--- src/rtl/fifo_sync.sv ---
// Synchronous single-clock show-ahead FIFO with registered full/empty flags.
// Define FIFO_LEVEL_EN to add the occupancy (level) and sticky error ports.
module fifo_sync #(
    parameter int W = 8,
    parameter int N = 4
) (
    input  logic         clock,
    input  logic         reset,
    input  logic [W-1:0] in,
    input  logic         put,
    output logic         full,
    output logic [W-1:0] out,
    input  logic         get,
    output logic         empty
`ifdef FIFO_LEVEL_EN
    ,
    output logic [N:0]   level,
    output logic [1:0]   error
`endif
);

    localparam int D = 1 << N;
    localparam logic [N:0] PTR_ONE = {{N{1'b0}}, 1'b1};

    logic [W-1:0] mem_r [D];
    logic [N:0]   wp_r;
    logic [N:0]   rp_r;
    logic [N:0]   wp_n_s;
    logic [N:0]   rp_n_s;
    logic         we_s;
    logic         re_s;
    logic         full_r;
    logic         empty_r;

    // Accept decisions use only the registered flags, so put/get never see a combinational path.
    always_comb begin
        we_s   = put & ~full_r;
        re_s   = get & ~empty_r;
        wp_n_s = wp_r;
        rp_n_s = rp_r;
        if (we_s) begin
            wp_n_s = wp_r + PTR_ONE;
        end else begin
            wp_n_s = wp_r;
        end
        if (re_s) begin
            rp_n_s = rp_r + PTR_ONE;
        end else begin
            rp_n_s = rp_r;
        end
    end

    // Pointer and flag registers; flags are derived from the next pointers.
    always_ff @(posedge clock) begin
        if (reset) begin
            wp_r    <= {(N+1){1'b0}};
            rp_r    <= {(N+1){1'b0}};
            empty_r <= 1'b1;
            full_r  <= 1'b0;
        end else begin
            wp_r    <= wp_n_s;
            rp_r    <= rp_n_s;
            empty_r <= (wp_n_s == rp_n_s);
            full_r  <= (wp_n_s[N] != rp_n_s[N]) && (wp_n_s[N-1:0] == rp_n_s[N-1:0]);
        end
    end

    // Storage write; contents are deliberately not cleared by reset.
    always_ff @(posedge clock) begin
        if (we_s && !reset) begin
            mem_r[wp_r[N-1:0]] <= in;
        end
    end

    assign out   = mem_r[rp_r[N-1:0]];
    assign full  = full_r;
    assign empty = empty_r;

`ifdef FIFO_LEVEL_EN
    logic [N:0] level_r;
    logic [1:0] error_r;

    // Occupancy counter and sticky {overrun, underrun} flags.
    always_ff @(posedge clock) begin
        if (reset) begin
            level_r <= {(N+1){1'b0}};
            error_r <= 2'b00;
        end else begin
            case ({we_s, re_s})
                2'b10:   level_r <= level_r + PTR_ONE;
                2'b01:   level_r <= level_r - PTR_ONE;
                default: level_r <= level_r;
            endcase
            error_r[1] <= error_r[1] | (put & full_r);
            error_r[0] <= error_r[0] | (get & empty_r);
        end
    end

    assign level = level_r;
    assign error = error_r;
`endif

endmodule

--- config.mk ---
export PLATFORM = sky130hd
export DESIGN_NAME = fifo_sync
export DESIGN_NICKNAME = d
export VERILOG_FILES = /design/src/rtl/fifo_sync.sv
export SDC_FILE = /design/constraint.sdc
export NUM_CORES = 1
export LEC_CHECK = 0
export ABC_AREA = 0
export CAP_MARGIN = 20
export CORE_MARGIN = 10
export CORE_UTILIZATION = 45
export DETAILED_ROUTE_END_ITERATION = 8
export GPL_ROUTABILITY_DRIVEN = 0
export GPL_TIMING_DRIVEN = 1
export PLACE_DENSITY = 0.72
export SYNTH_ARGS = -nofsm -noshare
export SYNTH_HDL_FRONTEND = slang
export SYNTH_SLANG_ARGS = --single-unit
--- constraint.sdc ---
create_clock -name clock -period 5 [get_ports clock]
set_clock_uncertainty 0.2 [all_clocks]
set_input_delay 0.5 -clock clock [delete_from_list [all_inputs] [get_ports clock]]
set_output_delay 0.5 -clock clock [all_outputs]
set_load 0.03 [all_outputs]
==> results of run 1 <==
routing by layer:
metal	global-route usage [%]	routed length (um)
met4	5.13	76
met5	0	0
met2	19.8	5210
met3	3.66	605
met1	15.6	4510
layout by cell type, fill, tap and decap left out, types with 2 or more instances in the layout:
cell,n
edfxtp_1,128
mux4_1,30
nor2_1,23
clkdlybuf4s50_1,21
clkbuf_16,17
mux4_2,10
dfxtp_1,10
nand2_1,6
xnor2_1,6
clkinv_2,6
nand2b_1,5
xor2_1,5
ha_1,5
nor3_2,4
nand3_1,4
inv_1,3
bufinv_16,3
nand3b_1,2
mux2i_1,2
o21ai_0,2
or3_1,2
a21oi_1,2
clkinv_1,2
dfxtp_2,2
power groups by stage:
stage | Clock [uW] | Combinational [uW] | Sequential, uW
floorplan | 0 | 163 | 1330
global placement | 0 | 210 | 1340
detailed placement | 0 | 215 | 1350
CTS | 1240 | 217 | 1320
global route | 1290 | 229 | 1320
finish | 1220 | 214 | 1320
final cells by class:
cell class	count	area share [%]
clock buffers	17	6.48
clock inverters	14	2.33
inverters	3	0.172
multi-input cells	110	22.2
flip-flops and latches	140	62.3
well taps	168	3.20
repair buffers	22	3.32
sequential cells by signal, summed over array words and instances, names as in the netlist:
name / count
empty: 1
full: 1
mem_r: 128
rp_r: 5
wp_r: 5
kinds of logic after synthesis:
family	share of synthesized area [%]
XOR/XNOR	1.71
adder cells (fa/ha/maj)	1.11
multiplexers	18.4
flip-flops	72.7
AO/OA/AOI/OAI	0.490
buffers and inverters	1.78
AND/OR/NAND/NOR	3.85
critical path: stages (launching register included):
cell and delay, ps:
dfxtp_2 790, buf_4 370, mux4_1 590, mux4_2 470, clkdlybuf4s50_1 600
metrics by stage:
stage	std cells	utilization, %	hold slack (ps)
after floorplan	266	-	279
after global placement	443	49.4	293
after detailed placement	443	49.4	310
after CTS	474	54.2	318
after global routing	474	54.2	368
final	474	54.2	320
worst max path at each step:
stage          depth (start not counted)  endpoint    start
3_3_place_gp                           4    out[1]  rp_r[0]
3_5_place_dp                           4    out[1]  rp_r[0]
2_1_floorplan                          4    out[5]  rp_r[1]
4_1_cts                                4    out[0]  rp_r[0]
6_report                               4    out[1]  rp_r[0]
5_1_grt                                4    out[0]  rp_r[0]
==> results.md, run 1 <==
* Ys flop type: edfxtp_1
* Synthesized cell area at between 5000 and 6000 sq um
* Switching Power at 576 uW
* Initial antenna violation count at 0
* Fill cells at just over 900
* CP arrival at between 3000 and 4000 ps
* Pwr Density at roughly 420 nW/um^2
* Total track usage at between 10% and 20%
* Register area at ~4100 sq um
* Total gr overflow at 0
* Share of the synthesized area in the top cell type at 68.4%
* Status: completed
* Leading area contributor after synthesis: edfxtp_1
* Largest net degree at the start of global routing at 36
* Multi-input gate area at 1460 sq um
* Reg2reg setup slack at around 2300 ps
* Most common library cells after synthesis: edfxtp_1 (128), mux4_1 (30), nor2_1 (23)
* Post-route clock period utilization at about 79%
* Crit-path max FO at 23
* Crit path launch type: flip-flop
* Sink Count at 140
* Clk Latency, worst-skew pair at about 400 ps
* Vias in the first global route at around 2.6k
* H-tree depth reported by CTS at 4
* CP required at ~4300 ps
* DIE WIDTH at ~130 um
* Post_cts resized at 0
* Area delta synth->final at 16.7%
* Die ar. at approximately 17000 sq um
* Root Buffer: clkbuf_16
* Internal power at about 2200 uW
* Design Area, Final at roughly 6600 sq um
* Seq/Total Area, Yosys at slightly above 70%
* First-pass GRT wire length at between 15000 and 20000 um
* Worst hold start: rp_r[4]
* Comb pwr share at ~7.8%
* CTS Hold Bufs at 0
* Max VDD drop at ~230 uV
* Synthesis Warnings at 0
* Final wirelength at between 10000 and 15000 um
* I/O Pins at 22
* Ranking of synthesized cells by area: edfxtp_1 (68%), mux4_1 (14%), dfxtp_1 (4.3%)
* Worst Hold End: rp_r[4]
* Clk pwr share at 44.3%
* Cells after Synth at about 270
* FF+latch count, synth at 140
* Worst slew pin tran at 1030 ps
* Crit end category: output port
* LEAKAGE at 0.00213 uW
* DP Area at 5980 sq um
* CTS max path bufs at 2
* Vias per inst at approximately 5.4
* Antenna diodes at 0
* Final Setup Violations at 0
* Core ar. at between 10000 and 15000 sq um
* Syn avg cell area at about 21 sq um
* Vias at between 2k and 3k
* Final hold violations at 0
* Total of max-cap violations at 0
* Synthesized net count at roughly 280
* Layout cells sized above 1 at roughly 15%
* CTS tree: built
* Nets at a little over 300
* Peak Freq at between 200 and 300 MHz
* Final Critical Period at just under 4000 ps
* Port Buf Inserts at 21
* Sequential Power Share at between 40% and 50%
* DRC at 0
* Post-route ant nets at 0
* Slew headroom at ~31%
* Most frequent cell after synthesis: edfxtp_1
* Starting Density at about 46%
* Max-slew violation count at 0
* Final Total Pwr at about 2800 uW
* First-pass DRT Iterations at 4
* Worst R2R Path Depth at 7
* Unrepaired setup endpoints after global routing: no
* Final worst slack at 1060 ps
* Fin Setup TNS at 0 ps
* R2R Path End: full
* Die height at 132 um
* Post-Place Worst Slack at approximately 1400 ps
* Hold path depth at 2
* # rows at 40
* Wire per inst at 21.9 um
* Hold Path Class: flip-flop to flip-flop
* First DRT Iteration DRCs at 288
* Clock-pin transition on the worst setup and hold timing paths at roughly 50 ps
* Switch share at between 20% and 30%
* Reg2reg start: rp_r[0]
* Count of cell types in the netlist at 24
* CTS Buf Count at 17
* Setup bufs post-CTS at 0
* Final HPWL from detailed placement at 6240 um
* Post-synth ARST share at 0%
* EDFF count, synth at 128
* Crit path kind: flip-flop to output port
Power figures use the tool's default switching activity.
==> run 2, diff against run 1 <==
Clock period 5 ns to 3.8 ns, I/O delays scaled along.
==> results.md, run 2 (synthesized netlist as in run 1, its figures left out) <==
* Port Buf Inserts at 21 (unchanged)
* # rows at 40 (unchanged)
* Initial antenna violation count at 0 (unchanged)
* I/O Pins at 22 (unchanged)
* Area delta synth->final at 16.9%
* Worst slew pin tran at 951 ps (-76.7 ps)
* Final Critical Period at approximately 3400 ps
* Crit path launch type: flip-flop
* CTS Buf Count at 17 (unchanged)
* Unrepaired setup endpoints after global routing: no
* Top Usage Layer GRT: met2
* Status: completed
* Crit path kind: flip-flop to output port
* Crit-path max FO at 19 (-17%)
* Crit path from: rp_r[0]
* First DRT Iteration DRCs at 248 (-14%)
* Max VDD drop at 310 uV (+36%)
* Starting Density at 46.4% (unchanged)
* Total track usage at 12.6% (+0.17 points)
* Design Area, Final at 6570 sq um (+0.11%)
* Total gr overflow at 0 (unchanged)
* Largest net degree at the start of global routing at 20 (-44%)
* Crit end category: output port
* CTS max path bufs at 2 (unchanged)
* CP arrival at 2800 ps (-440 ps)
* M1 GR Usage at 15.4% (-0.25 points)
* Wire per inst at 21.7 um (-1.0%)
* Worst hold start: rp_r[4]
* Final wirelength at 10500 um (+1.5%)
* Reg2reg start: rp_r[2]
* Antenna diodes at 0 (unchanged)
* Final Setup Violations at 0 (unchanged)
* Post-route ant nets at 0 (unchanged)
* Pwr Density at 527 nW/um^2 (+26%)
* Vias at 2681 (+3.9%)
* Final worst slack at 423 ps (-639 ps)
* Post_cts resized at 0 (unchanged)
* Met3 Track Usage GR at 3.66% (unchanged)
* LEAKAGE at 0.00213 uW (+0.36%)
* Root Buffer: clkbuf_16
* Slew headroom at 36.4% (+5.2 points)
* CTS Hold Bufs at 0 (unchanged)
* Hold Path Class: flip-flop to flip-flop
* Vias per inst at 5.52 (+1.3%)
* CP required at 3220 ps (-1080 ps)
* Most frequent cells in the layout: edfxtp_1 (128), mux4_1 (30), nor2_1 (23)
* Setup bufs post-CTS at 0 (unchanged)
* Die ar. at 17400 sq um (unchanged)
* First-pass DRT Iterations at 4 (unchanged)
* Commonest non-fill, non-tap cell in the layout: edfxtp_1
* Layout cells sized above 1 at 15.1% (+0.062 points)
* H-tree depth reported by CTS at 4 (unchanged)
* Total of max-cap violations at 0 (unchanged)
* Largest register FFs at 128 (unchanged)
* Post-Place Worst Slack at 858 ps (-578 ps)
* CTS tree: built
* Max-slew violation count at 0 (unchanged)
* Final hold violations at 0 (unchanged)
* Nets at 323 (+3.9%)
* Final HPWL from detailed placement at 6580 um (+5.5%)
* Post-route clock period utilization at 88.9%
* Peak Freq at ~300 MHz
* Vias in the first global route at 2659 (+1.3%)
* Clock-pin transition on the worst setup and hold timing paths at 50 ps (about the same)
* DRC at 0 (unchanged)
* GR Util met2 at 20.4% (+0.53 points)
* DIE WIDTH at 132 um (unchanged)
* DP Area at 6050 sq um (+1.2%)
* Sink Count at 140 (unchanged)
* Die height at 132 um (unchanged)
* Core ar. at 12100 sq um (unchanged)
* First-pass GRT wire length at 16200 um (+0.51%)
* Fin Setup TNS at 0 ps (unchanged)
* Clk Latency, worst-skew pair at 410 ps (about the same)
run 2: changes by cell type in the layout (fill, tap and decap cells not counted):
cell        change
buf_4          +12
clkbuf_1        +4
nor3_1          +4
nor3_2          -4
bufinv_16       -2
clkinv_2        -2
clkinv_1        +1
clkinv_4        -1
clkinvlp_4      +1
dfxtp_1         +1
dfxtp_2         -1
inv_6           -1
run 2: path summary, 6_finish.rpt:
| check | slack, ps | end | cells after the start |
|---|---|---|---|
| min reg2reg | 320 | rp_r[4] | 2 |
| min | 320 | rp_r[4] | 2 |
| max reg2reg | 1500 | full | 6 |
| max | 420 | out[2] | 4 |
run 2: cell type report:
type | instances | area (sq um)
timing repair buffer | 34 | 308
fill | 925 | 5540
multi-input combinational | 110 | 1440
clock buffer | 21 | 440
tap | 168 | 210
inverter | 3 | 11.3
sequential | 140 | 4090
clock inverter | 10 | 76.3
run 2: metrics by stage:
| step | total power [uW] | instances | hold WS [ps] | util [%] |
|---|---|---|---|---|
| 5_1_grt | 3570 | 486 | 345 | 54.2 |
| 3_3_place_gp | 2050 | 455 | 292 | 50.0 |
| 6_report | 3460 | 486 | 316 | 54.2 |
| 3_5_place_dp | 2050 | 455 | 313 | 50.0 |
| 4_1_cts | 3490 | 486 | 320 | 54.2 |
| 2_1_floorplan | 1960 | 266 | 257 | - |
run 2: routing by layer:
metal | share of wire, % | routed length [um]
met2 | 50 | 5230
met5 | 0 | 0
met4 | 1.4 | 144
met1 | 42 | 4450
met3 | 6.8 | 717
run 2: power by group:
part,internal (uW),switching [uW],total [uW],leakage [uW]
clock,881,564,1440,0.000249
combinational,153,157,311,0.000634
sequential,1700,7.92,1710,0.00125
total,2740,729,3460,0.00213
run 2: worst max-delay path: stages, from the launching register on:
cell,delay (ps)
dfxtp_2,320
buf_4,290
mux4_1,620
mux4_2,530
clkdlybuf4s50_1,620
